`src/rtl/serializer_pkg.sv`:
```
// Shared defaults, state encoding and elaboration helpers for the word-to-slice serializer.
package serializer_pkg;

    localparam int unsigned DEF_IN_W     = 32;
    localparam int unsigned DEF_OUT_W    = 8;
    localparam int unsigned DEF_DEPTH    = 4;
    localparam logic [7:0]  DEF_IDLE_SYM = 8'hBC;

    typedef enum logic [0:0] {
        ST_IDLE  = 1'b0,
        ST_SHIFT = 1'b1
    } ser_state_e;

    function automatic bit is_pow2(input int unsigned v);
        return (v != 0) && ((v & (v - 1)) == 0);
    endfunction

endpackage

```
`src/rtl/serializer_param_if.sv`:
```
// Upstream word handshake and downstream slice handshake of the serializer.
interface serializer_param_if
    import serializer_pkg::*;
#(
    parameter int unsigned IN_W  = DEF_IN_W,
    parameter int unsigned OUT_W = DEF_OUT_W
);

    logic [IN_W-1:0]  data_in;
    logic             valid_in;
    logic             ready_in;
    logic [OUT_W-1:0] data_out;
    logic             valid_out;
    logic             ready_out;

    modport slave (
        input  data_in,
        input  valid_in,
        input  ready_out,
        output ready_in,
        output data_out,
        output valid_out
    );

    modport master (
        output data_in,
        output valid_in,
        output ready_out,
        input  ready_in,
        input  data_out,
        input  valid_out
    );

endinterface

```
`src/rtl/sync_fifo.sv`:
```
// Single-clock FIFO with combinational head read and registered occupancy flags.
module sync_fifo
    import serializer_pkg::*;
#(
    parameter int unsigned WIDTH = DEF_IN_W,
    parameter int unsigned DEPTH = DEF_DEPTH,
    localparam int unsigned CNT_W = $clog2(DEPTH + 1)
) (
    input  logic             clk,
    input  logic             reset,
    input  logic             push_i,
    input  logic             pop_i,
    input  logic [WIDTH-1:0] wdata_i,
    output logic [WIDTH-1:0] rdata_c_o,
    output logic             full_o,
    output logic             empty_o,
    output logic [CNT_W-1:0] count_o
);

    localparam int unsigned AW = $clog2(DEPTH);

    logic [WIDTH-1:0] mem_q [DEPTH];
    logic [AW-1:0]    wr_ptr_q;
    logic [AW-1:0]    rd_ptr_q;
    logic [CNT_W-1:0] count_q;
    logic [CNT_W-1:0] count_d;
    logic             full_q;
    logic             empty_q;
    logic             do_push;
    logic             do_pop;

    // A full FIFO refuses writes even when a pop happens in the same cycle.
    assign do_push = push_i && !full_q;
    assign do_pop  = pop_i && !empty_q;

    always_comb begin
        count_d = count_q;
        case ({do_push, do_pop})
            2'b10:   count_d = count_q + CNT_W'(1);
            2'b01:   count_d = count_q - CNT_W'(1);
            default: count_d = count_q;
        endcase
    end

    // Pointers wrap naturally because DEPTH is a power of two.
    always_ff @(posedge clk) begin
        if (reset) begin
            wr_ptr_q <= '0;
            rd_ptr_q <= '0;
            count_q  <= '0;
            full_q   <= 1'b0;
            empty_q  <= 1'b1;
        end else begin
            if (do_push) wr_ptr_q <= wr_ptr_q + AW'(1);
            if (do_pop)  rd_ptr_q <= rd_ptr_q + AW'(1);
            count_q <= count_d;
            full_q  <= (count_d == CNT_W'(DEPTH));
            empty_q <= (count_d == '0);
        end
    end

    always_ff @(posedge clk) begin
        if (do_push && !reset) mem_q[wr_ptr_q] <= wdata_i;
    end

    assign rdata_c_o = mem_q[rd_ptr_q];
    assign full_o    = full_q;
    assign empty_o   = empty_q;
    assign count_o   = count_q;

endmodule

```
`src/rtl/serializer_param.sv`:
```
// Buffers IN_W-bit words in a FIFO and emits them as RATIO registered OUT_W-bit slices.
module serializer_param
    import serializer_pkg::*;
#(
    parameter int unsigned      IN_W      = DEF_IN_W,
    parameter int unsigned      OUT_W     = DEF_OUT_W,
    parameter int unsigned      DEPTH     = DEF_DEPTH,
    parameter bit               MSB_FIRST = 1'b1,
    parameter logic [OUT_W-1:0] IDLE_SYM  = OUT_W'(DEF_IDLE_SYM)
) (
    input logic              clk_4f,
    input logic              reset,
    serializer_param_if.slave bus
);

    localparam int unsigned RATIO    = IN_W / OUT_W;
    localparam int unsigned IDX_W    = $clog2(RATIO);
    localparam int unsigned CNT_W    = $clog2(DEPTH + 1);
    localparam logic [IDX_W-1:0] LAST_IDX = IDX_W'(RATIO - 1);

    if (((IN_W % OUT_W) != 0) || (RATIO < 2)) begin : g_bad_ratio
        $error("serializer_param: IN_W must be a multiple of OUT_W with IN_W/OUT_W >= 2");
    end
    if (!is_pow2(DEPTH) || (DEPTH < 2)) begin : g_bad_depth
        $error("serializer_param: DEPTH must be a power of two and at least 2");
    end

    ser_state_e       state_q;
    ser_state_e       state_d;
    logic [IDX_W-1:0] idx_q;
    logic [IDX_W-1:0] idx_d;
    logic [IN_W-1:0]  shreg_q;
    logic [IN_W-1:0]  shreg_d;
    logic [OUT_W-1:0] data_out_q;
    logic [OUT_W-1:0] data_out_d;
    logic             valid_out_q;
    logic             valid_out_d;

    logic             fifo_pop;
    logic             fifo_full;
    logic             fifo_empty;
    logic [CNT_W-1:0] fifo_count;
    logic [IN_W-1:0]  fifo_head;
    logic             load_head;
    logic             xfer;
    logic             unused_full;

    sync_fifo #(
        .WIDTH (IN_W),
        .DEPTH (DEPTH)
    ) u_fifo (
        .clk       (clk_4f),
        .reset     (reset),
        .push_i    (bus.valid_in),
        .pop_i     (fifo_pop),
        .wdata_i   (bus.data_in),
        .rdata_c_o (fifo_head),
        .full_o    (fifo_full),
        .empty_o   (fifo_empty),
        .count_o   (fifo_count)
    );

    assign unused_full = fifo_full;

    // The slice to emit always sits at the leading end of the shift register.
    function automatic logic [OUT_W-1:0] lead_slice(input logic [IN_W-1:0] w);
        return MSB_FIRST ? w[IN_W-1 -: OUT_W] : w[OUT_W-1:0];
    endfunction

    function automatic logic [IN_W-1:0] drop_slice(input logic [IN_W-1:0] w);
        return MSB_FIRST ? (w << OUT_W) : (w >> OUT_W);
    endfunction

    assign xfer = valid_out_q && bus.ready_out;

    always_comb begin
        state_d     = state_q;
        idx_d       = idx_q;
        shreg_d     = shreg_q;
        data_out_d  = data_out_q;
        valid_out_d = valid_out_q;
        fifo_pop    = 1'b0;
        load_head   = 1'b0;

        case (state_q)
            ST_IDLE: load_head = !fifo_empty;
            ST_SHIFT: begin
                if (xfer) begin
                    if (idx_q == LAST_IDX) begin
                        if (!fifo_empty) begin
                            load_head = 1'b1;
                        end else begin
                            state_d     = ST_IDLE;
                            idx_d       = '0;
                            valid_out_d = 1'b0;
                            data_out_d  = IDLE_SYM;
                        end
                    end else begin
                        idx_d      = idx_q + IDX_W'(1);
                        shreg_d    = drop_slice(shreg_q);
                        data_out_d = lead_slice(shreg_d);
                    end
                end
            end
            default: state_d = ST_IDLE;
        endcase

        // Loading on the final-slice edge keeps back-to-back words gap-free.
        if (load_head) begin
            fifo_pop    = 1'b1;
            state_d     = ST_SHIFT;
            idx_d       = '0;
            shreg_d     = fifo_head;
            data_out_d  = lead_slice(fifo_head);
            valid_out_d = 1'b1;
        end
    end

    always_ff @(posedge clk_4f) begin
        if (reset) begin
            state_q     <= ST_IDLE;
            idx_q       <= '0;
            shreg_q     <= '0;
            data_out_q  <= IDLE_SYM;
            valid_out_q <= 1'b0;
        end else begin
            state_q     <= state_d;
            idx_q       <= idx_d;
            shreg_q     <= shreg_d;
            data_out_q  <= data_out_d;
            valid_out_q <= valid_out_d;
        end
    end

    // ready_in depends only on FIFO occupancy, never on the current pop.
    assign bus.ready_in  = (fifo_count != CNT_W'(DEPTH));
    assign bus.data_out  = data_out_q;
    assign bus.valid_out = valid_out_q;

endmodule

```
`src/flat_wrapper.sv`:
```
// flat-port wrapper written by rule: the top's interface ports become plain ports
module serializer_param_flat import serializer_pkg::*;
#(
    parameter int unsigned      IN_W      = DEF_IN_W,
    parameter int unsigned      OUT_W     = DEF_OUT_W,
    parameter int unsigned      DEPTH     = DEF_DEPTH,
    parameter bit               MSB_FIRST = 1'b1,
    parameter logic [OUT_W-1:0] IDLE_SYM  = OUT_W'(DEF_IDLE_SYM)
)
  (clk_4f, reset, bus_data_in, bus_valid_in, bus_ready_out, bus_ready_in, bus_data_out, bus_valid_out);
  serializer_param_if #(.IN_W(IN_W), .OUT_W(OUT_W)) bus_i ();
  input logic clk_4f;
  input logic reset;
  input wire logic [$bits(bus_i.data_in)-1:0] bus_data_in;
  input wire logic [$bits(bus_i.valid_in)-1:0] bus_valid_in;
  input wire logic [$bits(bus_i.ready_out)-1:0] bus_ready_out;
  output wire logic [$bits(bus_i.ready_in)-1:0] bus_ready_in;
  output wire logic [$bits(bus_i.data_out)-1:0] bus_data_out;
  output wire logic [$bits(bus_i.valid_out)-1:0] bus_valid_out;
  assign bus_i.data_in = bus_data_in;
  assign bus_i.valid_in = bus_valid_in;
  assign bus_i.ready_out = bus_ready_out;
  assign bus_ready_in = bus_i.ready_in;
  assign bus_data_out = bus_i.data_out;
  assign bus_valid_out = bus_i.valid_out;
  serializer_param #(.IN_W(IN_W), .OUT_W(OUT_W), .DEPTH(DEPTH), .MSB_FIRST(MSB_FIRST), .IDLE_SYM(IDLE_SYM)) u_core (.clk_4f(clk_4f), .reset(reset), .bus(bus_i));
endmodule
```
`config.mk`:
```
export PLATFORM = sky130hd
export DESIGN_NAME = serializer_param_flat
export DESIGN_NICKNAME = d
export VERILOG_FILES = /design/src/rtl/serializer_pkg.sv /design/src/rtl/serializer_param_if.sv /design/src/rtl/sync_fifo.sv /design/src/rtl/serializer_param.sv /design/src/flat_wrapper.sv
export SDC_FILE = /design/constraint.sdc
export NUM_CORES = 1
export LEC_CHECK = 0
export CELL_PAD_IN_SITES_DETAIL_PLACEMENT = 0
export CELL_PAD_IN_SITES_GLOBAL_PLACEMENT = 2
export CORE_MARGIN = 5
export CORE_UTILIZATION = 35
export DETAILED_ROUTE_END_ITERATION = 16
export GPL_TIMING_DRIVEN = 0
export PLACE_DENSITY_LB_ADDON = 0.1
export SYNTH_ARGS = -nofsm -noshare
export SYNTH_HDL_FRONTEND = slang
export SYNTH_SLANG_ARGS = --single-unit
```
`constraint.sdc`:
```
create_clock -name clk_4f -period 3.5 [get_ports clk_4f]
set_clock_uncertainty 0.15 [all_clocks]
set_input_delay 0.7 -clock clk_4f [delete_from_list [all_inputs] [get_ports clk_4f]]
set_output_delay 0.7 -clock clk_4f [all_outputs]
set_load 0.03 [all_outputs]
```
Word level (Yosys, flattened, before mapping) --
Memory sizes are Yosys's and may differ from the RTL's. A register that Yosys moved wholly into a read port is not among the register bits. Index checks and enable logic that the tools add are counted. W data, S select, Z words.
Word-level totals: memories kept 1, memory bits (writable) 128, register bits after elaboration 45
Cells by class: muxes and demuxes 30, equality and inequality tests 8, bitwise logic cells 1, add/sub/neg operators 5, reduce and logical (&&, ||, !) cells 17
Memory list:
- u_core.u_fifo.mem_q | words 4, width 32, read ports 1, clocked after Yosys merged registers in 1, wr ports 1, line sync_fifo.sv:22 | logic [WIDTH-1:0] mem_q [DEPTH];
Operator list (number):
- $mux W24 | 4
- $mux W8 | 5
- $mux W1 | 15
- $reduce_and A3 Y1 | 3
- $mux W2 | 4
- $reduce_bool A2 Y1 | 4
- $add A2 B1 Y2 const B | 3
- $pmux W3 S2 | 1
- $eq A2 B2 Y1 const B | 2
- $logic_and A1 B1 Y1 | 4
- $reduce_and A4 Y1 | 1
- $add A3 B1 Y3 const B | 1
- $eq A3 B3 Y1 const B | 1
- $logic_not A1 Y1 | 3
- $logic_not A3 Y1 | 1
- $ne A3 B2 Y1 const B | 1
- $ne A3 B3 Y1 const B | 1
- $sub A3 B1 Y3 const B | 1
- $eq A2 B1 Y1 const B | 1
- $ne A2 B1 Y1 const B | 1
- $ne A2 B2 Y1 const B | 1
- $pmux W1 S2 | 1
- $reduce_or A2 Y1 | 1
- $not A1 Y1 | 1

Depth between registers and ports, before layout --
depth in word-level cells 9, mapped depth 13, gate-level depth less buffers 11

By module --
From an unflattened synthesis, not the netlist that was laid out.
Second synthesis, totals: cells, all modules 380, area, all modules 6673.9 um^2
Modules (own cells, without submodules):
- sync_fifo | cells each 225, area an instance 5193.7 um^2, seq. area each 4063.9 um^2, instances 1
- serializer_param | cells each 155, area an instance 1480.2 um^2, seq. area each 720.7 um^2, instances 1

Least setup slack after synthesis --
OpenSTA, ideal clock, no wires.
path type in2reg, from in bus_ready_out, to reg u_core.u_fifo.full_q (netlist: u_core.u_fifo.full_o), stages on the path 11, data arrival time 2.565 ns, path slack 0.720 ns, setup time 0.065 ns, data required time 3.285 ns, path through nand4b_1 and2_4 clkinv_4 buf_4 ha_1 inv_1 fa_1 xor2_1 or3_1 a21oi_1 nor2b_1
Between the ends: cells in the longest elaborated chain, start to end 8, elaborated cells on any way between the ends 9, classes of those cells eq/ne: 3; mux: 4; reduce/logical: 2
Ends and longest elaborated chain:
- from (decl) | line flat_wrapper.sv:16 | input wire logic [$bits(bus_i.ready_out)-1:0] bus_ready_out;
- $logic_and A1 B1 Y1 * | line serializer_param.sv:74 | assign xfer = valid_out_q && bus.ready_out;
- $mux W1 * | line serializer_param.sv:88 | if (xfer) begin
- $pmux W1 S2 * | line serializer_param.sv:85 | case (state_q)
- $mux W1 * | line serializer_param.sv:109 | if (load_head) begin
- $logic_and A1 B1 Y1 * | line sync_fifo.sv:34 | assign do_pop = pop_i && !empty_q;
- net u_core.u_fifo.do_pop | line sync_fifo.sv:30 | logic do_pop;
- $eq A2 B1 Y1 / $eq A2 B2 Y1 (equally long branches) | line sync_fifo.sv:38 | case ({do_push, do_pop})
- $pmux W3 S2 * | line sync_fifo.sv:38
- $eq A3 B3 Y1 * | line sync_fifo.sv:57 | full_q <= (count_d == CNT_W'(DEPTH));
- to (signal assigned) | line sync_fifo.sv:57
- to (decl) | line sync_fifo.sv:27 | logic full_q;
Mark *: on every way through the listed nets, which the timed path passes. The rest lies on a longest branch. A chain may end at the register's enable or synchronous reset.

Worst setup path in the final report --
Ends and elaborated chain as after synthesis.

==> summary.txt <==
Drt
  • Via count: 3592
  • Post-detailed-route count of antenna-violating nets: 0
  • Remaining DRCs: 0
  • Average wire per standard cell: 19.1 µm
  • Iter 0 DRT Violations: 214
  • Routed wl met2: 6.86 mm
  • Vias per cell: 4.90
  • DRT Wirelength: 14.0 mm
  • Top layer in use: met4
  • Drt first pass iters: 4
  • DR WL met3: 552 µm
  • DRT met1 WL: 6.28 mm

Clocking
  • # clock sinks: 175
  • CTS Hold Buffers Added: 0
  • Clock Tree Root: clkbuf_16
  • Clock tree buffer depth: 2
  • TritonCTS buffer count: 17
  • Postcts setup bufs: 0
  • CTS tree: built
  • Post_cts resized: 0
  • Clock latency on the worst-skew pair: 0.42 ns
  • Worst-path clk slew: 0.07 ns
  • CTS H-tree lvls: 4

Timing
  • Crit path time final: 3.25 ns
  • Final hold viol count: 0
  • Slew Viols, Final: 0
  • Final setup viols: 0
  • Fmax: 0.307 GHz
  • Fin crit share: 93.0%
  • Final Hold Slack: 0.323 ns
  • RSZ-0062 raised after global routing: no
  • Slew @ Worst Pin: 0.708 ns
  • Rel. slew slack: 52.8%

Critical path
  • Top delay family on crit path: buffers and inverters
  • CP arrival: 3.45 ns
  • CP max stage delay: 0.61 ns
  • Worst-path cell chain: clkdlybuf4s50_1, nand4b_1, and2_4, clkinv_4, buf_4, ha_1, inv_1, fa_1, xor2_1, or3_1, a21oi_1, nor2b_1
  • Worst R2R End: u_core.u_fifo.full_o
  • CP endpoint kind: register
  • Worst Reg-to-Reg Cells: 13
  • Reg2reg start: u_core.state_q
  • Crit start category: input port
  • Worst Path Required: 3.70 ns
  • Critical path's slowest cell: clkdlybuf4s50_1
  • CP bufs+invs: 4
  • Crit Path Class: in -> reg
  • Max Fanout on Critical Path: 10
  • Reg2Reg Setup Slack: 0.52 ns

Yosys
  • Post-Synthesis Cells: 418
  • Cell Area, Synth: 0.00668 mm²
  • Mapped Avg Cell Area: 16.0 µm²
  • Synth Net Count: 461
  • Top post-synthesis cells by area: edfxtp_1 58%, dfxtp_1 14%, mux4_2 11%, a21oi_1 3.7%, o21ai_0 2.0%
  • Share of the synthesized area in the top cell type: 57.5%
  • Seq cells post-synth: 175
  • Share of the yosys chip area belonging to registers: 71.6%
  • Syn. warnings: 0
  • Cell taking the most area after synthesis: edfxtp_1
  • Yosys cell types: 35

GRT
  • Vias in the first global route: 3822
  • Global router's overall resource usage: 13.4%
  • First-pass GRT wire length: 21.7 mm
  • Residual overflow from global routing: 0
  • Initial antenna violation count: 0
  • Pin count of the biggest net entering global routing: 26

Die
  • Die H: 148 µm
  • FP Rows: 50
  • Ports: 46
  • Die width: 148 µm
  • Core Region: 0.0188 mm²
  • Die area: 0.0219 mm²
  • Initial Util: 35.6%

Min path
  • Hold Path Origin: u_core.bus.data_out[5]
  • Hold-critical path endpoint: u_core.bus.data_out[5]
  • Worst min path class: reg -> reg
  • Hold depth: 2

Layout
  • Layout cell share with drive strength beyond 1: 17.6%
  • Ant. Diodes: 0
  • Final #Nets: 529
  • Layout area overhead: 21.4%

Placement
  • Hpwl dp: 9.53 mm
  • Routability cong.: 0.750
  • Port Buf Inserts: 45

Pwr
  • Final total power: 6.18 mW
  • Max VDD drop: 0.366 mV
  • Cell Pwr Density: 762 mW/mm²
  • Leakage: 2.67 nW

Run status
  • Status: completed

Run
  • Max-Cap Viols: 0
==> worst min-delay path: stages (launching register included) <==
cell	delay (ns)
dfxtp_1	0.33
a21oi_1	0.06
nand2_1	0.06
==> cell usage after synthesis <==
| library cell | instances |
|---|---|
| buf_4 | 4 |
| xnor2_1 | 3 |
| ha_1 | 6 |
| a21oi_1 | 49 |
| a21boi_0 | 1 |
| xor2_1 | 2 |
| clkbuf_1 | 9 |
| a22oi_1 | 9 |
| nor3_2 | 3 |
| nand3_1 | 3 |
| nor2_1 | 25 |
| nand2b_1 | 4 |
| inv_1 | 8 |
| mux2i_1 | 2 |
| or2_1 | 1 |
| nor3_1 | 3 |
| a41oi_1 | 1 |
| nand4b_1 | 1 |
| nand2_1 | 25 |
| a22o_1 | 1 |
| fa_1 | 1 |
| dfxtp_1 | 47 |
| nor2b_1 | 4 |
| o21ai_0 | 27 |
| and3_1 | 5 |
| clkinv_4 | 1 |
| clkbuf_2 | 1 |
| o21a_1 | 1 |
| buf_2 | 3 |
| buf_6 | 4 |
| mux4_2 | 32 |
| buf_1 | 2 |
| or3_1 | 1 |
| edfxtp_1 | 128 |
| and2_4 | 1 |
==> state kept, by name, summed over array words and instances (netlist names), named ones only <==
name	cells
u_core.u_fifo.rd_ptr_q	2
u_core.u_fifo.empty_o	1
u_core.u_fifo.mem_q	128
u_core.shreg_q	24
u_core.u_fifo.wr_ptr_q	2
u_core.state_q	1
u_core.idx_q	2
u_core.u_fifo.count_o	3
u_core.bus.valid_out	1
u_core.bus.data_out	8
u_core.u_fifo.full_o	1
==> power by group <==
| group | switching, mW | internal (mW) |
|---|---|---|
| Sequential | 0.143 | 2.50 |
| Clock | 0.814 | 1.06 |
| Combinational | 0.923 | 0.733 |
==> kinds of logic after synthesis <==
| group | share of synthesized area (%) |
|---|---|
| flops | 71.6 |
| compound gates | 7.19 |
| simple gates | 5.38 |
| mux | 11.1 |
| buf+inv | 2.62 |
| fa+ha+maj | 1.42 |
| xor+xnor | 0.656 |
==> routing by layer <==
metal	GRT usage [%]	vias up
met4	4.76	0
met1	17.3	1790
met2	22.0	63
met5	0	-
met3	3.66	12
li1	-	1727
==> cell usage in the layout, fill, tap and decap left out, drive strengths merged <==
cell / synthesis / routed
or2: 1 / 1
edfxtp: 128 / 128
nor2b: 4 / 4
and2: 1 / 1
a22o: 1 / 1
bufinv: 0 / 2
inv: 8 / 13
nand2b: 4 / 4
nand4b: 1 / 1
buf: 13 / 17
dfxtp: 47 / 47
nand3: 3 / 3
or3: 1 / 1
mux2i: 2 / 2
a22oi: 9 / 9
o21a: 1 / 1
nor2: 25 / 25
nand2: 25 / 25
xnor2: 3 / 3
mux4: 32 / 32
a41oi: 1 / 1
clkbuf: 10 / 28
clkdlybuf4s50: 0 / 45
fa: 1 / 1
ha: 6 / 6
a21oi: 49 / 49
a21boi: 1 / 1
o21ai: 27 / 27
and3: 5 / 5
clkinv: 1 / 3
clkinvlp: 0 / 5
nor3: 6 / 6
xor2: 2 / 2
==> area by class of cell <==
| class | count | area [µm²] |
|---|---|---|
| multi-input cells | 211 | 1720 |
| well taps | 234 | 293 |
| inverters | 9 | 38.8 |
| fillers | 1706 | 10700 |
| flip-flops and latches | 175 | 4780 |
| repair buffers | 49 | 546 |
| clock buffers | 18 | 429 |
| plain buffers | 23 | 136 |
| clock inverters | 14 | 156 |
==> worst max path at each step <==
| stage | startpoint | endpoint | slack [ns] | depth (start not counted) |
|---|---|---|---|---|
| floorplan | bus_ready_out | u_core.u_fifo.full_o | 0.72 | 11 |
| global placement | reset | u_core.u_fifo.mem_q[3][18] | -0.41 | 4 |
| detailed placement | bus_ready_out | u_core.u_fifo.full_o | -0.19 | 12 |
| CTS | bus_ready_out | u_core.u_fifo.full_o | 0.25 | 12 |
| global route | bus_ready_out | u_core.u_fifo.full_o | 0.06 | 12 |
| finish | bus_ready_out | u_core.u_fifo.full_o | 0.25 | 12 |
==> per-stage QoR <==
step | util [%] | setup TNS [ns] | worst slack (ns) | cells | cell area, µm²
6_report | 43.2 | 0 | 0.247 | 733 | 8110
5_1_grt | 43.2 | 0 | 0.0579 | 733 | 8110
4_1_cts | 43.2 | 0 | 0.251 | 733 | 8110
3_5_place_dp | 40.1 | -0.340 | -0.190 | 701 | 7520
3_3_place_gp | 39.5 | -45.12 | -0.409 | 697 | 7420
2_1_floorplan | - | 0 | 0.720 | 418 | 6680
(Power assumes the default switching activity.)
